<file path="config.mk">
export PLATFORM = sky130hd
export DESIGN_NAME = seq_mux_n
export DESIGN_NICKNAME = d
export VERILOG_FILES = /design/src/rtl/seq_mux_n.sv
export SDC_FILE = /design/constraint.sdc
export NUM_CORES = 1
export LEC_CHECK = 0
export ABC_AREA = 0
export CORE_ASPECT_RATIO = 0.8
export CORE_UTILIZATION = 42
export DETAILED_ROUTE_END_ITERATION = 16
export PLACE_DENSITY = 0.83
export SLEW_MARGIN = 25
export SYNTH_ARGS = -nofsm -noshare
export SYNTH_HDL_FRONTEND = slang
export SYNTH_SLANG_ARGS = --single-unit
</file>
<file path="constraint.sdc">
create_clock -name clk -period 1.65 [get_ports clk]
set_input_delay 0.495 -clock clk [delete_from_list [all_inputs] [get_ports clk]]
set_output_delay 0.495 -clock clk [all_outputs]
set_load 0.05 [all_outputs]
</file>
<file path="src/rtl/seq_mux_n.sv">
// N:1 channel selector with a registered output and valid/ready handshake; optional out_par via SEQ_MUX_PARITY_EN.
// One cycle from req to out_valid; while out_valid & ~out_ready the output holds and req is dropped, not queued.
module seq_mux_n #(
    parameter int WIDTH    = 4,
    parameter int CHANNELS = 6,
    parameter int SEL_W    = 3
) (
    input  logic                      clk,
    input  logic                      rst_n,
    input  logic [CHANNELS*WIDTH-1:0] data_in,
    input  logic [SEL_W-1:0]          sel,
    input  logic                      scan_mode,
    input  logic                      req,
    input  logic                      out_ready,
    output logic [WIDTH-1:0]          out_data,
    output logic [SEL_W-1:0]          out_ch,
    output logic                      out_valid,
`ifdef SEQ_MUX_PARITY_EN
    output logic                      out_par,
`endif
    output logic                      sel_err
);

    typedef enum logic [1:0] {IDLE, FULL, STALL} state_t;

    localparam logic [SEL_W:0]   CH_LIM  = (SEL_W+1)'(CHANNELS);
    localparam logic [SEL_W-1:0] LAST_CH = SEL_W'(CHANNELS - 1);

    state_t             state_q, state_d;
    logic [WIDTH-1:0]   out_data_q, out_data_d;
    logic [SEL_W-1:0]   out_ch_q, out_ch_d;
    logic [SEL_W-1:0]   scan_ptr_q, scan_ptr_d;
    logic               out_valid_q, out_valid_d;
    logic               sel_err_q, sel_err_d;
    logic               out_par_q, out_par_d;

    logic               cap;
    logic               oor;
    logic [SEL_W-1:0]   idx;
    logic [WIDTH-1:0]   mux_dat;

    always_comb begin
        cap = req & (~out_valid_q | out_ready);
        idx = scan_mode ? scan_ptr_q : sel;
        // The scan pointer can never leave range, so only manual selects are checked.
        oor = ~scan_mode & ({1'b0, idx} >= CH_LIM);

        mux_dat = '0;
        for (int k = 0; k < CHANNELS; k++) begin
            if (idx == SEL_W'(k)) begin
                mux_dat = data_in[k*WIDTH +: WIDTH];
            end
        end

        out_data_d = out_data_q;
        out_ch_d   = out_ch_q;
        sel_err_d  = sel_err_q;
        out_par_d  = out_par_q;
        scan_ptr_d = scan_ptr_q;

        if (cap) begin
            if (oor) begin
                out_data_d = '0;
                out_ch_d   = sel;
                sel_err_d  = 1'b1;
                out_par_d  = 1'b0;
            end else begin
                out_data_d = mux_dat;
                out_ch_d   = idx;
                sel_err_d  = 1'b0;
                out_par_d  = ^mux_dat;
            end
            if (scan_mode) begin
                scan_ptr_d = (scan_ptr_q == LAST_CH) ? '0 : scan_ptr_q + SEL_W'(1);
            end
        end

        state_d = state_q;
        case (state_q)
            IDLE: begin
                if (cap) state_d = FULL;
            end
            FULL, STALL: begin
                if (out_ready) state_d = req ? FULL : IDLE;
                else           state_d = req ? STALL : FULL;
            end
            default: state_d = IDLE;
        endcase

        out_valid_d = (state_d != IDLE);
    end

    always_ff @(posedge clk or negedge rst_n) begin
        if (!rst_n) begin
            state_q     <= IDLE;
            out_data_q  <= '0;
            out_ch_q    <= '0;
            out_valid_q <= 1'b0;
            sel_err_q   <= 1'b0;
            out_par_q   <= 1'b0;
            scan_ptr_q  <= '0;
        end else begin
            state_q     <= state_d;
            out_data_q  <= out_data_d;
            out_ch_q    <= out_ch_d;
            out_valid_q <= out_valid_d;
            sel_err_q   <= sel_err_d;
            out_par_q   <= out_par_d;
            scan_ptr_q  <= scan_ptr_d;
        end
    end

    assign out_data  = out_data_q;
    assign out_ch    = out_ch_q;
    assign out_valid = out_valid_q;
    assign sel_err   = sel_err_q;
`ifdef SEQ_MUX_PARITY_EN
    assign out_par   = out_par_q;
`else
    logic unused_par;
    assign unused_par = out_par_q;
`endif

endmodule
</file>
Yosys cells after proc, flatten, opt, wreduce, memory -nomap -nowiden
Index checks and enable logic that the tools add are counted.
- register bits after elaboration: 14
- output and inout bits: 9
- input bits: 32
- magnitude comparators: 1
- mux-type cells: 16
- bitwise logic cells: 5
- reduce and logical (&&, ||, !) cells: 5
- equal/unequal tests: 8
- add/subtract/negate cells: 1
- operators by type and width (cell ; count):
    two-way mux 4 bit ; 7
    == test 3 bit, second input constant ; 3
    two-way mux 3 bit ; 3
    == test 3 x 2 -> 1 bit, second input constant ; 2
    two-way mux 2 bit ; 3
    one-hot mux 2 bit (2 select lines) ; 1
    adder 3 x 1 -> 3 bit, second input constant ; 1
    == test 3 x 1 -> 1 bit, second input constant ; 1
    >= comparator 3 bit, second input constant ; 1
    zero test 3 bit ; 1
    AND 1 bit ; 2
    == test 2 x 1 -> 1 bit, second input constant ; 1
    == test 2 bit, second input constant ; 1
    zero test 2 bit ; 1
    two-way mux 1 bit ; 2
    inverter 1 bit ; 2
    AND reduction 2 bit ; 1
    nonzero test 2 bit ; 1
    OR reduction 2 bit ; 1
    bitwise OR 1 bit ; 1

Logic depth before layout (Yosys ltp)
Gate-level depths: netlist (run 1).
- depth after elaboration: 9
- depth in mapped cells: 6
- gate-level depth less buffers: 4

Least setup slack after synthesis (run 1)
No wires, ideal clock.
- path type: in2reg
- from: input scan_mode
- to: register out_data_q[2] (netlist: out_data[2])
- required time: 1.516 ns
- buffers on the path: 1
- library setup time: 0.134 ns
- stages on the path: 5
- data arrival time: 1.625 ns
- path slack: -0.109 ns
- cells stage by stage: buf_6 mux2i_2 mux2_1 a221oi_1 o211ai_1
- cells in the longest elaborated chain, start to end: 9
- elaborated cells between the ends (all ways): 17
- those cells by class: order compare: 1; eq/ne: 5; mux: 8; bitwise: 2; reduce/logical: 1
- RTL lines (what ; line ; text):
    start: declaration ; 12 ; input logic scan_mode,
    two-way mux 3 bit ; 44 ; idx = scan_mode ? scan_ptr_q : sel;
    zero test 3 bit ; 50 ; if (idx == SEL_W'(k)) begin
    two-way mux 4 bit (6 in series) ; 50 ;
    two-way mux 4 bit (*) ; 62 ; if (oor) begin
    end signal: assignment ; 104 ; out_data_q <= out_data_d;
    end: declaration ; 30 ; logic [WIDTH-1:0] out_data_q, out_data_d;
Every way passes the cells marked *; elsewhere a longest branch is shown, timed or not.
A chain may end at the register's enable or synchronous reset.

Final worst setup path (run 1)
- from: input out_ready
- to: register out_data_q[3] (netlist: out_data[3])
- cells in the longest elaborated chain, start to end: 2
- RTL lines (what ; line ; text):
    start: declaration ; 14 ; input logic out_ready,
    bitwise OR 1 bit ; 43 ; cap = req & (~out_valid_q | out_ready);
    AND 1 bit ; 43 ;
Every way passes these cells.

==> impl_summary.txt, run 1 <==
----------------------------------------------------
[Power]
  Design internal power ... 1.41 mW
  Total power of the final layout ... around 2.5 mW
  Combinational share of power ... between 60% and 70%
  Sw Pwr ... 1.07 mW
  Power density of the placed cells ... 1500 nW/um2
  Leakage component of the power ... 0.726 nW
  Clock share of power ... 7.2%
  Power share of the sequential group ... about 29%
  Fraction of power spent switching nets ... 43.1%
  Max VDD drop ... between 0.001 and 0.0015 V

[Global route]
  Vias in the first global route ... about 1100
  First-pass GRT wire length ... 4.61 mm
  Total global-route track usage ... about 24%
  Number of antenna violations at the first check in global routing ... 0
  Maximum number of pins on one net before global-route repair ... 15
  Total congestion overflow after global routing ... 0

[Die]
  Initial Util ... between 40% and 50%
  Vert. Die Dim ... about 45 um
  Core ar. ... between 2000 and 2500 um2
  Horizontal extent of the die ... 55.7 um
  Area of the die ... roughly 2500 um2
  I/O pin count ... 41
  Row Count ... 15

[Cells and area]
  Most frequent cells in the layout ... clkdlybuf4s50_1 (26), buf_4 (17), dfrtp_1 (14), nand2_1 (10), buf_12 (9)
  N_diodes ... 0
  Count of placed standard cells in the final layout, fillers left out ... 182
  Area of the multi-input gates ... just over 600 um2
  Final #Nets ... 194
  Fraction of final layout cells with drive strength greater than 1 ... 32.5%
  Non-Filler Cell Area, Final ... approximately 1700 um2
  FF+latch area ... ~350 um2
  Syn-to-layout area delta ... 71.0%
  Layout fillers ... approximately 150
  Most common cell after layout, fill and taps aside ... clkdlybuf4s50_1

[Routing]
  Routed wire length per instance ... about 16 um
  Total Wirelength ... about 2.9 mm
  Remaining routing DRC violations ... 0
  Via Count ... ~1000
  Detail-routed via count per cell ... about 5.6
  First DRT Iteration DRCs ... 18
  Number of routed nets with antenna violations ... 0
  Iteration count of the initial detailed-routing pass ... 4

[Setup path]
  CP startpoint kind ... input port
  R2r endpoint ... out_data[0]$_DFFE_PN0P_
  CP Capture Type ... flop
  Type of the worst setup path ... input port to flop
  Max incr delay on CP ... between 0.4 and 0.5 ns
  Slowest cell on crit path ... clkdlybuf4s50_1
  Reg-to-reg startpoint ... scan_ptr_q[0]$_DFFE_PN0P_
  Worst reg-to-reg setup slack ... about 0.1 ns
  Data arrival time of the worst path ... approximately 1.8 ns
  Data required time at the worst endpoint ... between 1.5 and 2 ns
  CP Max Fanout ... 8
  Crit path cell chain ... clkdlybuf4s50_1, nor2b_2, a311oi_2, buf_4, o21ai_1, o211ai_1
  Worst path buffer plus inverter count ... 2
  Top Family by Delay on Critical Path ... buffers and inverters
  Depth of the worst register-to-register path ... 5

[STA]
  Minimum period implied by the final worst setup slack ... around 1.6 ns
  Maximum clock frequency ... between 600 and 700 MHz
  Number of failing hold endpoints at the final stage ... 0
  Setup Viol. Count Final ... 0
  Worst slew margin relative to its limit ... approximately three quarters
  Worst hold margin ... approximately 0.53 ns
  Final worst path period share ... between 90% and 100%
  Setup skew after layout ... 0.00277 ns
  Actual slew at the worst max-slew pin ... between 0.3 and 0.4 ns
  Count of final max-slew check failures ... 0

[Placement]
  GP Congestion ... roughly 0.83
  Placed cells ... approximately 180
  Half-perimeter wire length after detailed placement ... approximately 2.3 mm
  Post-DP Area ... around 1600 um2
  Port Buffer Count ... 40

[Synth]
  Fraction of synthesized cell area taken by the top area cell type ... about 36%
  YS warnings ... 0
  Sequential area share after synthesis ... between 30% and 40%
  Summed instance area of the synthesized netlist ... slightly below 1000 um2
  Number of flops mapped to enable cells by yosys ... 0
  Flops & latches, synth ... 14
  Total nets after synthesis ... between 100 and 150
  Average instance area after synthesis ... around 9.7 um2
  Async set or reset register ratio after synthesis ... 100%
  Number of library cell types mapped by synthesis ... 35
  Cell taking the most area after synthesis ... dfrtp_1
  Post-synth top flop ... dfrtp_1
  Post-synthesis cell count ... 100
  Cells taking the most area after synthesis ... dfrtp_1 (36%), mux2_2 (9.3%), o21ai_0 (4.6%)

[CTS]
  Inserted Clock Buffers ... 3
  Maximum level of the CTS H-tree ... 1
  CTS tree ... yes
  Clock slew at the register clock pins of the worst setup and hold paths ... ~0.07 ns
  Clock latency on the worst-skew pair ... roughly 0.27 ns
  Clock sink total ... 14
  Clock Tree Root ... clkbuf_4
  Clock tree buffer depth ... 2

[Worst hold path]
  Hold Crit Class ... input port to asynchronous set/reset pin

[Outcome]
  Result of the run ... finished clean

[Run]
  # Max-Cap Violations ... 0

----------------------------------------------------
[cell type report]
class	count	area share, %
Tap cell	25	1.89
Timing Repair Buffer	58	37.6
Inverter	5	1.13
Clock buffer	3	1.36
Sequential cell	14	21.1
Multi-Input combinational cell	77	36.9
[flip-flops by register name, indices dropped and copies added, names as in the netlist]
name and count:
sel_err 1, state_q 2, out_data 4, out_valid 1
scan_ptr_q 3, out_ch 3
[Yosys cell counts, drive strengths merged, types with 2 or more instances]
master,n
nor2,8
nand2b,3
mux2,10
dfrtp,14
a221oi,2
inv,5
clkbuf,2
buf,2
mux2i,3
o221ai,2
a2bb2oi,2
nor2b,2
o2111ai,4
ha,3
o211ai,4
nand2,10
o21ai,9
[routing by layer]
metal,track usage [%],vias up,share of wire [%]
li1,-,492,-
met1,27.8,479,41
met2,45.5,48,50
met3,8.31,4,7.6
met4,4.50,0,1.1
met5,0,-,0
[power by group through the flow]
| stage | combinational, mW | sequential [mW] | clock, mW |
|---|---|---|---|
| floorplan | 0.541 | 0.957 | 0 |
| global placement | 1.51 | 0.695 | 0 |
| detailed placement | 1.56 | 0.710 | 0 |
| CTS | 1.56 | 0.703 | 0.187 |
| global route | 1.68 | 0.734 | 0.209 |
| finish | 1.59 | 0.711 | 0.180 |
[worst max-delay path by stage]
stage,start,to,slack (ns),cells after the start
after floorplan,scan_mode,out_data[2]$_DFFE_PN0P_,0.007,5
after global placement,scan_mode,out_data[1]$_DFFE_PN0P_,-0.62,6
after detailed placement,scan_mode,out_data[0]$_DFFE_PN0P_,-0.75,6
after CTS,scan_mode,out_data[3]$_DFFE_PN0P_,0.01,5
after global routing,out_ready,out_data[3]$_DFFE_PN0P_,-0.03,6
final,out_ready,out_data[3]$_DFFE_PN0P_,0.05,6
[through the flow]
stage / TNS [ns] / setup WS, ns / util (%)
6_report: 0 / 0.0477 / 76.8
5_1_grt: -0.0541 / -0.0280 / 76.8
4_1_cts: 0 / 0.0128 / 75.6
3_5_place_dp: -4.49 / -0.750 / 74.6
3_3_place_gp: -3.80 / -0.623 / 74.6
2_1_floorplan: 0 / 0.00653 / -
[worst register-to-register path: stages, from the launching register on]
cell       delay (ns)
dfrtp_1          0.47
mux2i_1          0.22
buf_4            0.17
mux2_2           0.35
o2111ai_1        0.11
o211ai_1         0.12
[repair_timing]
| action | CTS | global route |
|---|---|---|
| endpoints found under the setup margin | 5 | 5 |
| hold buffers | 0 | 0 |
| buffers inserted | 0 | 2 |
| pin swaps | 0 | 3 |
| hold endpoints to repair | 0 | 0 |
| resized for setup | 8 | 9 |
[cell families (layout without fill, tap and decap cells)]
family,count (synthesis),after routing,synth area share (%)
compound gates,31,31,23.7
xor+xnor,1,1,0.903
fa+ha+maj,3,3,3.87
buf+inv,9,66,5.16
flops,14,14,36.1
mux,13,13,15.1
simple gates,29,29,15.1
Note: power is estimated with default switching activity, not from simulation.
==> run 2: changes to the inputs <==
--- a/config.mk
+++ b/config.mk
@@ -6,10 +6,12 @@
 export NUM_CORES = 1
 export LEC_CHECK = 0
 export ABC_AREA = 0
+export CELL_PAD_IN_SITES_DETAIL_PLACEMENT = 0
+export CELL_PAD_IN_SITES_GLOBAL_PLACEMENT = 1
 export CORE_ASPECT_RATIO = 0.8
-export CORE_UTILIZATION = 42
+export CORE_UTILIZATION = 30
 export DETAILED_ROUTE_END_ITERATION = 16
-export PLACE_DENSITY = 0.83
+export PLACE_DENSITY = 0.81
 export SLEW_MARGIN = 25
 export SYNTH_ARGS = -nofsm -noshare
 export SYNTH_HDL_FRONTEND = slang
==> run 2 against run 1 <==
Against the previous run: sequential cell count did not move; sequential share of layout area fell by 0.53 points; critical path depth fell by 1; wire length fell by 7.5%; cell count rose by 8.2%; clock skew fell by 0.00085 ns; design area rose by 2.6%; largest power group unchanged; highest routed layer unchanged.
==> impl_summary.txt, run 2 (synthesized netlist as in run 1, its figures left out) <==
----------------------------------------------------
[STA]
  Worst path setup slack after routing ... roughly 0.064 ns
  Minimum period implied by the final worst setup slack ... between 1.5 and 2 ns
  Maximum clock frequency ... approximately 630 MHz
  Final worst path period share ... ~96%
  Count of final max-slew check failures ... 0
  Setup skew after layout ... 0.00192 ns
  Setup Viol. Count Final ... 0
  Worst hold margin ... ~0.55 ns
  Number of failing hold endpoints at the final stage ... 0
  Actual slew at the worst max-slew pin ... ~0.35 ns
  Worst slew margin relative to its limit ... about three quarters

[CTS]
  Clock tree buffer depth ... 2
  Inserted Clock Buffers ... 3
  CTS tree ... yes
  Hold-fix buffers, CTS ... 0
  Clock Tree Root ... clkbuf_8
  Clock latency on the worst-skew pair ... 0.24 ns
  Clock sink total ... 14
  Maximum level of the CTS H-tree ... 1
  Clock slew at the register clock pins of the worst setup and hold paths ... ~0.06 ns

[Placement]
  Placed cells ... 190
  Worst slack, placed ... -0.701 ns
  Port Buffer Count ... 40
  GP Congestion ... ~0.80
  Post-DP Area ... 1610 um2
  Half-perimeter wire length after detailed placement ... approximately 2.2 mm

[Die]
  Row Count ... 18
  I/O pin count ... between 40 and 50
  Initial Util ... a little under a third
  Area of the die ... ~3500 um2
  Core ar. ... ~3100 um2
  Vert. Die Dim ... approximately 53 um
  Horizontal extent of the die ... around 66 um

[Power]
  Power density of the placed cells ... between 1500 and 2000 nW/um2
  Total power of the final layout ... 2.61 mW
  Leakage component of the power ... between 0.7 and 0.8 nW
  Max VDD drop ... around 0.00054 V

[Global route]
  Vias in the first global route ... ~1000
  First-pass GRT wire length ... 4.35 mm
  Number of antenna violations at the first check in global routing ... 0
  Maximum number of pins on one net before global-route repair ... 15
  Total congestion overflow after global routing ... 0
  Total global-route track usage ... between 15 and 20%

[Cells and area]
  Most frequent cells in the layout ... clkdlybuf4s50_1 (25), buf_4 (16), dfrtp_1 (14), nand2_1 (10), buf_12 (9)
  Syn-to-layout area delta ... 75.4%
  Most common cell after layout, fill and taps aside ... clkdlybuf4s50_1
  Fraction of final layout cells with drive strength greater than 1 ... between 30% and 40%
  N_diodes ... 0
  Count of placed standard cells in the final layout, fillers left out ... 197
  Max FFs per register ... 4
  Final #Nets ... roughly 190
  Non-Filler Cell Area, Final ... around 1700 um2

[Setup path]
  CP startpoint kind ... input port
  Data arrival time of the worst path ... approximately 1.7 ns
  Type of the worst setup path ... input port to flop
  Top Family by Delay on Critical Path ... simple AND/OR/NAND/NOR gates
  Slowest cell on crit path ... dlygate4sd2_1
  Crit path cell chain ... dlygate4sd2_1, and4bb_2, or2_2, a221oi_2, o211ai_1
  CP Max Fanout ... 4
  Data required time at the worst endpoint ... ~1.8 ns
  CP Capture Type ... flop
  Max incr delay on CP ... around 0.31 ns
  Worst path buffer plus inverter count ... 1

[Routing]
  Iteration count of the initial detailed-routing pass ... 4
  Routed wire length per instance ... around 13 um
  Via Count ... roughly 1000
  Number of routed nets with antenna violations ... 0
  Total Wirelength ... roughly 2.7 mm
  Remaining routing DRC violations ... 0
  Detail-routed via count per cell ... roughly 5.3
  First DRT Iteration DRCs ... 37

[Worst hold path]
  Hold Crit Class ... input port to asynchronous set/reset pin

[Outcome]
  Result of the run ... finished clean

[Run]
  # Max-Cap Violations ... 0

----------------------------------------------------
## run 2: repair_timing
action | CTS | global route
setup buffers | 1 | 1
cloned | 0 | 1
pin swaps | 0 | 2
resized for setup | 12 | 6
endpoints found under the setup margin | 5 | 7
## run 2: per-layer routing
metal | vias up | global-route usage, % | routed length (um) | part of all wire (%)
li1 | 491 | - | - | -
met1 | 497 | 20.8 | 1210 | 45
met3 | 8 | 1.72 | 114 | 4.3
met2 | 44 | 29.2 | 1240 | 47
met5 | - | 0 | 0 | 0
met4 | 0 | 11.2 | 91 | 3.4
## run 2: path summary, 6_finish.rpt
check,start,end,slack (ns),depth (start not counted)
worst min-delay path,rst_n,out_data[2]$_DFFE_PN0P_,0.55,2
worst max-delay path,sel[1],out_data[3]$_DFFE_PN0P_,0.06,5
min in group clk,out_ch[1]$_DFFE_PN0P_,out_ch[1]$_DFFE_PN0P_,0.55,2
worst max register to register,scan_ptr_q[2]$_DFFE_PN0P_,out_data[3]$_DFFE_PN0P_,0.15,4
worst min register to register,out_ch[1]$_DFFE_PN0P_,out_ch[1]$_DFFE_PN0P_,0.55,2
max in group asynchronous,rst_n,out_valid$_DFF_PN0_,0.92,2
## run 2: report_power, final
part,leakage (nW),switching (mW),internal (mW)
Sequential,0.173,0.187,0.506
Clock,0.0288,0.127,0.211
Combinational,0.541,0.758,0.820
## run 2: layout make-up
class                           instances  area, um2
Fill cell                             254       1390
Tap cell                               40       50.0
Timing Repair Buffer                   57        614
Multi-Input combinational cell         77        612
Clock buffer                            4       55.1
Inverter                                5       18.8
Sequential cell                        14        350
## run 2: per-stage QoR
stage                     util [%]  TNS [ns]
after detailed placement      52.3     -4.37
after global placement        52.3     -4.05
after global routing          55.1   -0.0302
final                         55.1         0
after floorplan                  -         0
after CTS                     54.4         0
## run 2: worst register-to-register path, cell delays in order (launching register included)
cell and delay (ns):
dfrtp_1 0.48, and4b_1 0.25, or2_2 0.32, a221oi_2 0.20, o211ai_1 0.13
